$ cat config.mk
export PLATFORM = sky130hd
export DESIGN_NAME = rv_wb_arbiter
export DESIGN_NICKNAME = d
export VERILOG_FILES = /design/src/rtl/rv_wb_arbiter.sv
export SDC_FILE = /design/constraint.sdc
export NUM_CORES = 1
export LEC_CHECK = 0
export CORE_MARGIN = 2
export CORE_UTILIZATION = 45
export DETAILED_ROUTE_END_ITERATION = 10
export PLACE_DENSITY = 0.71
export SLEW_MARGIN = 20
export SYNTH_ARGS = -nofsm -noshare
export SYNTH_HDL_FRONTEND = slang
export SYNTH_SLANG_ARGS = --single-unit
$ cat constraint.sdc
create_clock -name i_clk -period 7.2 [get_ports i_clk]
set_input_delay 1.44 -clock i_clk [delete_from_list [all_inputs] [get_ports i_clk]]
set_output_delay 1.44 -clock i_clk [all_outputs]
set_load 0.1 [all_outputs]
$ cat src/rtl/rv_wb_arbiter.sv
// Register-file write-port arbiter: pipeline writes win, long-latency results queue in a small
// FIFO and drain into idle slots; a scoreboard flags pending destinations to decode.
module rv_wb_arbiter #(
    parameter int unsigned PEND_DEPTH   = 2,
    parameter int unsigned STARVE_LIMIT = 8
) (
    input  logic        i_clk,
    input  logic        i_reset_n,
    input  logic        i_pipe_write,
    input  logic [4:0]  i_pipe_rd,
    input  logic [31:0] i_pipe_data,
    input  logic        i_llu_valid,
    input  logic [4:0]  i_llu_rd,
    input  logic [31:0] i_llu_data,
    output logic        o_llu_ready,
    input  logic        i_llu_issue,
    input  logic [4:0]  i_llu_issue_rd,
    input  logic [4:0]  i_q_rs1,
    input  logic [4:0]  i_q_rs2,
    input  logic [4:0]  i_q_rd,
    output logic        o_hazard,
    output logic        o_stall,
    output logic        o_write_op,
    output logic [4:0]  o_rd,
    output logic [31:0] o_data
);
    localparam int unsigned PtrW = $clog2(PEND_DEPTH);
    localparam int unsigned CntW = PtrW + 1;
    localparam int unsigned StW  = $clog2(STARVE_LIMIT + 1);
    localparam logic [CntW-1:0] CntFull = CntW'(PEND_DEPTH);
    localparam logic [StW-1:0]  StMax   = StW'(STARVE_LIMIT);

    logic [4:0]      fifo_rd_q   [PEND_DEPTH];
    logic [31:0]     fifo_data_q [PEND_DEPTH];
    logic [PtrW-1:0] wptr_q, wptr_d, rptr_q, rptr_d;
    logic [CntW-1:0] cnt_q, cnt_d;
    logic [StW-1:0]  starve_q, starve_d;
    logic [31:0]     busy_q, busy_d;
    logic            write_q, write_d;
    logic            src_llu_q, src_llu_d;
    logic [4:0]      rd_q, rd_d;
    logic [31:0]     data_q, data_d;

    logic pipe_used, fifo_empty, fifo_full, push, pop;

    always_comb begin
        pipe_used  = i_pipe_write & (i_pipe_rd != 5'd0);
        fifo_empty = (cnt_q == '0);
        fifo_full  = (cnt_q == CntFull);
        // x0 results are accepted but never stored
        push       = i_llu_valid & ~fifo_full & (i_llu_rd != 5'd0);
        pop        = ~pipe_used & ~fifo_empty;
    end

    always_comb begin
        wptr_d = push ? wptr_q + PtrW'(1) : wptr_q;
        rptr_d = pop  ? rptr_q + PtrW'(1) : rptr_q;
        cnt_d  = cnt_q + CntW'(push) - CntW'(pop);

        if (pop || fifo_empty) begin
            starve_d = '0;
        end else if (starve_q != StMax) begin
            starve_d = starve_q + StW'(1);
        end else begin
            starve_d = starve_q;
        end

        write_d   = 1'b0;
        src_llu_d = 1'b0;
        rd_d      = rd_q;
        data_d    = data_q;
        if (pipe_used) begin
            write_d = 1'b1;
            rd_d    = i_pipe_rd;
            data_d  = i_pipe_data;
        end else if (pop) begin
            write_d   = 1'b1;
            src_llu_d = 1'b1;
            rd_d      = fifo_rd_q[rptr_q];
            data_d    = fifo_data_q[rptr_q];
        end

        // Clear first so a same-edge issue to the same register keeps it busy
        busy_d = busy_q;
        if (write_q && src_llu_q) begin
            busy_d[rd_q] = 1'b0;
        end
        if (i_llu_issue && (i_llu_issue_rd != 5'd0)) begin
            busy_d[i_llu_issue_rd] = 1'b1;
        end
        busy_d[0] = 1'b0;
    end

    always_ff @(posedge i_clk) begin
        if (!i_reset_n) begin
            wptr_q    <= '0;
            rptr_q    <= '0;
            cnt_q     <= '0;
            starve_q  <= '0;
            busy_q    <= '0;
            write_q   <= 1'b0;
            src_llu_q <= 1'b0;
            rd_q      <= '0;
            data_q    <= '0;
        end else begin
            wptr_q    <= wptr_d;
            rptr_q    <= rptr_d;
            cnt_q     <= cnt_d;
            starve_q  <= starve_d;
            busy_q    <= busy_d;
            write_q   <= write_d;
            src_llu_q <= src_llu_d;
            rd_q      <= rd_d;
            data_q    <= data_d;
        end
    end

    // Storage needs no reset: pointers and count define what is valid
    always_ff @(posedge i_clk) begin
        if (push) begin
            fifo_rd_q[wptr_q]   <= i_llu_rd;
            fifo_data_q[wptr_q] <= i_llu_data;
        end
    end

    assign o_llu_ready = ~fifo_full;
    assign o_hazard    = busy_q[i_q_rs1] | busy_q[i_q_rs2] | busy_q[i_q_rd];
    assign o_stall     = (starve_q == StMax);
    assign o_write_op  = write_q;
    assign o_rd        = rd_q;
    assign o_data      = data_q;

endmodule

# == Word-level counts from Yosys, hierarchy flattened ==
# Memories as Yosys holds them, arrays and structs flattened. A register that Yosys moved wholly into a read port is not among the register bits.
# Index checks and enable logic that the tools add are counted.
# op_classes
n_addsub,5
magnitude_cmp,7
n_eq_ne,3
n_mux,24
bitwise_logic,13
n_reduce_logical,12
# op_table
operator,count
two-way mux 32 bit,4
AND 32 bit,1
inverter 32 bit,1
bitwise OR 32 bit,1
less-than comparator 5 x 6 -> 1 bit (second input constant),5
binary-select mux 1 bit (select 5 bit),3
nonzero test 5 bit,3
two-way mux 1 bit,13
demux 1 bit (select 5 bit),2
greater-or-equal comparator 5 x 1 -> 1 bit (second input constant),2
two-way mux 5 bit,2
adder 4 x 1 -> 4 bit (second input constant),1
AND 1 bit,4
equality test 4 bit (second input constant),1
logical AND 1 bit,4
!= test 4 bit (second input constant),1
inverter 1 bit,4
OR reduction 2 bit,2
adder 1 bit (second input constant),2
adder 2 x 1 -> 2 bit,1
equality test 2 bit (second input constant),1
logical NOT 2 bit,1
bitwise OR 1 bit,2
nonzero test 2 bit,1
other kinds (2),2
# totals
regBits,79
mem_bits_rw,74
out_inout_bits,41
elab_cells,76
n_memories,2
# memory_table
memory,words,word_bits,read_ports,rd_clocked_by_memory_dff,wr,line,rtl
fifo_data_q,2,32,1,1,1,34,logic [31:0] fifo_data_q [PEND_DEPTH];
fifo_rd_q,2,5,1,1,1,33,logic [4:0] fifo_rd_q [PEND_DEPTH];

# == Longest topological paths before layout ==
# depth
ltp_word,9
mapped_depth,10

# == Worst setup path before layout ==
# No wires, ideal clock.
# synth_path
path_type,input to output
startpoint,in i_q_rd[1]
endpoint,out o_hazard
arrival_ns,3.569
required_ns,5.760
path_slack_ns,2.191
cell_stages,5
n_path_buf,1
cell_sequence,buf_6 mux4_2 mux4_2 mux2i_1 nand4_1
# synth_between
elab_chain_len,3
# synth_rtl
item,line,rtl
start: declaration,20,"input logic [4:0] i_q_rd,"
binary-select mux 1 bit (select 5 bit),127,assign o_hazard = busy_q[i_q_rs1] | busy_q[i_q_rs2] | busy_q[i_q_rd];
two-way mux 1 bit (not written as such),127,
bitwise OR 1 bit,127,
end: declaration,21,"output logic o_hazard,"
# Every way passes these cells. The select of a mux whose other input is x is not followed.

# == Worst setup path in the final report ==
# Same ends and word-level chain as after synthesis.

==> qor.txt <==
post-synthesis simple-gate area fraction = 12.4%
area share of the largest cell type after synthesis = 31.6%
Syn Area/Cell = 11.8 um^2
Post-Synthesis Cell Area = 7020 um^2
crit path buf inv count = 2
TritonRoute pass-1 iters = 5
Peak supply drop = 0.000185 V
PwrDens = 323 nW/um^2
Worst Setup SP = i_q_rd[1]
Tmin final = 6.04 ns
leakage power = 3.08 nW
clk_lat worst skew = 0.42 ns
count leader, synth = dfxtp_1
Commonest cells post-synth = dfxtp_1 (79), edfxtp_1 (74), mux2i_1 (52)
CTS clk-pin slew, worst paths = 0.06 ns
slack of the worst reg-to-reg path = 5.26 ns
DRC = 0
Slew HR = 32.0%
Synth Area in Compound Gates = 13.5%
mux cell area share after synthesis = 14.9%
final period utilization = 83.8%
setup bufs post-CTS = 0
first-pass GRT wire length = 27200 um
final setup TNS = 0 ns
via count = 5142
Worst Setup End Kind = primary output
vias in the first global route = 5281
asr flop ratio synth = 0%
CTS buffer count = 17
EDFF count, synth = 74
Net Count, Synth = 700
top cells by area, synth = edfxtp_1 (32%), dfxtp_1 (23%), mux2i_1 (7.4%), mux4_2 (6.1%), nor2b_1 (3.4%)
CP peak stage delay = 0.99 ns
Yosys Warn Count = 0
final setup fails = 0
post-route cell area = 9120 um^2
CTS tree = built
Die W = 129 um
critical path class = primary input to primary output
crit path max-delay cell type = clkdlybuf4s50_1
total routed wirelength = 17300 um
GRT Residual Overflow = 0
Final Util = 60.0%
Top FF cell, synth = dfxtp_1
Max Cap Viol = 0
worst hold path type = flip-flop to flip-flop
RSZ-0062 raised after global routing = no
ratio of cells with drive above 1 in the final layout = 10.7%
Avg Vias per Cell = 5.59
DRT iter0 DRCs = 263
Die Y = 129 um
Post-CTS Hold Fix Bufs = 0
Port-buffer cells = 139
Area growth, synth to finish = 29.9%
Synth Instances = 597
dpl hpwl = 12100 um
Clock Tree Buf Depth = 2
Core ar. = 15200 um^2
WHS = 0.528 ns
diodes inserted = 0
Final Slew Violations = 0
Layout Skew = 0.00916 ns
placed cell area = 8470 um^2
largest net degree at the start of global routing = 77
total power = 2.95 mW
Crit path required time = 5.76 ns
initial antenna violation count = 0
Core Rows = 45
Netlist cell types = 46
Startpoint Class = primary input
placer congestion estimate = 0.902
post-route ant nets = 0
post-place setup slack = 1.15 ns
clk root buf = clkbuf_16
fmax = 166 MHz
I/O Pins = 140
Synth Area in XOR/XNOR = 0.748%
critical-path cell list = clkdlybuf4s50_1 > mux4_2 > mux4_2 > mux2i_1 > nand4_1 > clkdlybuf4s50_1
cell taking the most area after synthesis = edfxtp_1
delay-heaviest family, CP = buffers and inverters
post-CTS sizing = 0
RR Endpoint = fifo_data_q[1][9]$_DFFE_PP_
Inst Count DP = 887
Worst Setup EP = o_hazard
Fin. Hold Viols = 0
crit path DAT = 4.60 ns
outcome = finished, final reports clean
die area = 16600 um^2
Clock Sinks = 153
Max FO, Critical Path = 10
final worst slack = 1.16 ns
gr usage total = 21.5%
reg2reg path depth = 4
drt wl/cell = 18.8 um
Final nets = 822
largest family of logic cells by synthesized area = multiplexers
Crit path depth = 6
Synth Register Bits = 153
r2r startpoint = cnt_q[0]$_SDFF_PN0_
fin cells = 920
Starting Density = 46.2%
actual slew at the worst max-slew pin = 1.02 ns
# H-tree levels = 4
Synth Area in Adders = 0.713%
sequential element share of the synthesized area = 54.2%
==> cell families (layout without fill, tap and decap cells) <==
kind of cell             Yosys count  in the layout
multiplexers                      76             76
XOR/XNOR                           6              6
adder cells (fa/ha/maj)            4              4
flip-flops                       153            153
buffers and inverters             47            182
AO/OA/AOI/OAI                    141            141
AND/OR/NAND/NOR                  170            170
==> flip-flops by register name, summed over array words and instances (netlist names), named ones only <==
signal / count
fifo_data_q: 64
o_data: 32
busy_q: 31
fifo_rd_q: 10
o_rd: 5
starve_q: 4
cnt_q: 2
o_write_op: 1
rptr_q: 1
src_llu_q: 1
wptr_q: 1
==> cells in the final DEF, fill, tap and decap left out, types with 3 or more instances in the layout <==
master	instances
a211oi_1	24
a211oi_2	11
a21boi_0	31
a21oi_1	36
and2_1	6
and3b_1	4
buf_4	5
clkbuf_1	4
clkbuf_16	20
clkbuf_8	4
clkdlybuf4s50_1	138
dfxtp_1	78
edfxtp_1	74
ha_1	4
inv_1	5
mux2i_1	52
mux4_2	19
nand2_1	41
nand3_1	3
nand3b_1	3
nor2_1	46
nor2_4	3
nor2b_1	38
nor3_1	4
nor3b_1	6
o21ai_0	31
xnor2_1	4
==> worst min-delay path, cell delays in order, from the launching register on <==
cell	delay [ns]
dfxtp_1	0.34
xor2_1	0.07
nor2_1	0.08
==> power breakdown <==
group | total (mW) | switching [mW] | internal (mW)
clock | 0.904 | 0.329 | 0.575
combinational | 0.968 | 0.651 | 0.317
sequential | 1.08 | 0.0517 | 1.02
==> layout make-up <==
cell class | instances | area, um^2
inverter | 5 | 18.8
timing repair buffer | 145 | 1450
clock inverter | 4 | 48.8
fill | 1264 | 6080
multi-input combinational | 397 | 2990
tap | 188 | 235
clock buffer | 28 | 571
sequential | 153 | 3800
==> per-layer routing <==
layer | track usage [%] | part of all wire (%) | wire length [um]
met5 | 0 | 0 | 0
met4 | 10.2 | 2.8 | 480
met3 | 7.53 | 7.2 | 1250
met2 | 34.5 | 48 | 8310
met1 | 26.0 | 42 | 7290
==> how the worst min path moves through the flow <==
stage,startpoint,endpoint,cells after the start
global placement,starve_q[3]$_SDFFE_PP0N_,starve_q[3]$_SDFFE_PP0N_,2
global route,starve_q[3]$_SDFFE_PP0N_,starve_q[3]$_SDFFE_PP0N_,2
finish,starve_q[3]$_SDFFE_PP0N_,starve_q[3]$_SDFFE_PP0N_,2
CTS,starve_q[3]$_SDFFE_PP0N_,starve_q[3]$_SDFFE_PP0N_,2
floorplan,starve_q[3]$_SDFFE_PP0N_,starve_q[3]$_SDFFE_PP0N_,2
detailed placement,starve_q[3]$_SDFFE_PP0N_,starve_q[3]$_SDFFE_PP0N_,2
Power figures use the tool's default switching activity.
==> variant (config.mk and constraints unchanged) <==
Take the reset off `rd_q` and `data_q` and load them in a clocked block of their own.
--- a/src/rtl/rv_wb_arbiter.sv
+++ b/src/rtl/rv_wb_arbiter.sv
@@ -102,4 +102,2 @@
             src_llu_q <= 1'b0;
-            rd_q      <= '0;
-            data_q    <= '0;
         end else begin
@@ -112,5 +110,8 @@
             src_llu_q <= src_llu_d;
-            rd_q      <= rd_d;
-            data_q    <= data_d;
         end
+    end
+
+    always_ff @(posedge i_clk) begin
+        rd_q   <= rd_d;
+        data_q <= data_d;
     end
Function: changed (Yosys sat finds a counterexample within 4 cycles, from zero or initial values and one cycle with i_reset_n low).
==> variant against the original RTL <==
Worst setup slack better by 140 ps; routed wire length is 5.7% lower; power is 4.2% higher; non-clock buffer count is 2 lower; sequential cell count stayed put; combinational power is 5% higher; final area is 1.9% lower; global-route usage is 0.87 points lower; synthesized area is 3.7% lower; critical path depth is 1 higher; largest cell class unchanged; largest power group unchanged; highest routed layer unchanged.
==> variant: results <==
export IMPL_grt_pass1_wl_um=25540
export IMPL_grt_use_met1=0.2570
export IMPL_r2r_end="cnt_q[1]"
export IMPL_place_area_mm2=0.008307
export IMPL_final_cells=863
export IMPL_hpwl_um=11240
export IMPL_ff2ff_setup_slack_ps=5310
export IMPL_grt_max_degree=70
export IMPL_synth_edf_count=111
export IMPL_dpl_cell_count=829
export IMPL_multi_input_area_mm2=0.002470
export IMPL_drt_met1_wl_um=6751
export IMPL_gp_congestion=0.8926
export IMPL_skew_ps=8.456
export IMPL_grt_pass1_vias=4906
export IMPL_ff2ff_path_depth=8
export IMPL_yosys_top_cells_area="edfxtp_1 (49%), dfxtp_1 (12%), mux2i_1 (6.4%)"
export IMPL_synth_nets=635
export IMPL_synth_mux_area_frac=0.1335
export IMPL_grt_use_total=0.2061
export IMPL_crit_start="i_q_rs1[2]"
export IMPL_status="finished, final reports clean"
export IMPL_wl_met2_um=7818
export IMPL_leakagePower_nw=3.011
export IMPL_synth_xor_area_frac=0.007768
export IMPL_crit_path_max_fanout=12
export IMPL_synth_distinct_cells=42
export IMPL_pre_cts_ws_ps=1320
export IMPL_nets=769
export IMPL_met3_length_um=1298
export IMPL_synth_common_cells="edfxtp_1 (111), nor2_1 (49), mux2i_1 (43)"
export IMPL_dr_pass1_iters=4
export IMPL_min_from="busy_q[18]"
export IMPL_whs_ps=522.6
export IMPL_min_to="busy_q[18]"
export IMPL_drtIter0Drc=252
export IMPL_via_per_inst=5.541
export IMPL_synth_seq_area_share=0.6170
[variant: changes by cell type in the layout (fill, tap and decap cells not counted), moves of 4 or more]
cell,delta
nor2b_1,-32
mux2i_1,-9
edfxtp_1,+37
a211oi_1,-23
mux2_2,+8
nand2b_1,+4
a2111oi_0,+4
a211oi_2,-11
dfxtp_1,-37
[variant: worst min-delay path: stages (launching register included)]
cell and delay, ps:
dfxtp_1 330, o21ai_0 70, a21boi_0 70
[variant: final cells by class]
| cell class | instances | area share |
|---|---|---|
| Multi-Input combinational cell | 343 | 0.2760 |
| Timing Repair Buffer | 143 | 0.1628 |
| Inverter | 8 | 0.003356 |
| Clock buffer | 24 | 0.05496 |
| Clock inverter | 8 | 0.01049 |
| Tap cell | 184 | 0.02573 |
| Sequential cell | 153 | 0.4666 |
[variant: where the power goes]
| group | switching [W] | internal [W] |
|---|---|---|
| Sequential | 0.0000623 | 0.00112 |
| Clock | 0.000324 | 0.000544 |
| Combinational | 0.000741 | 0.000281 |
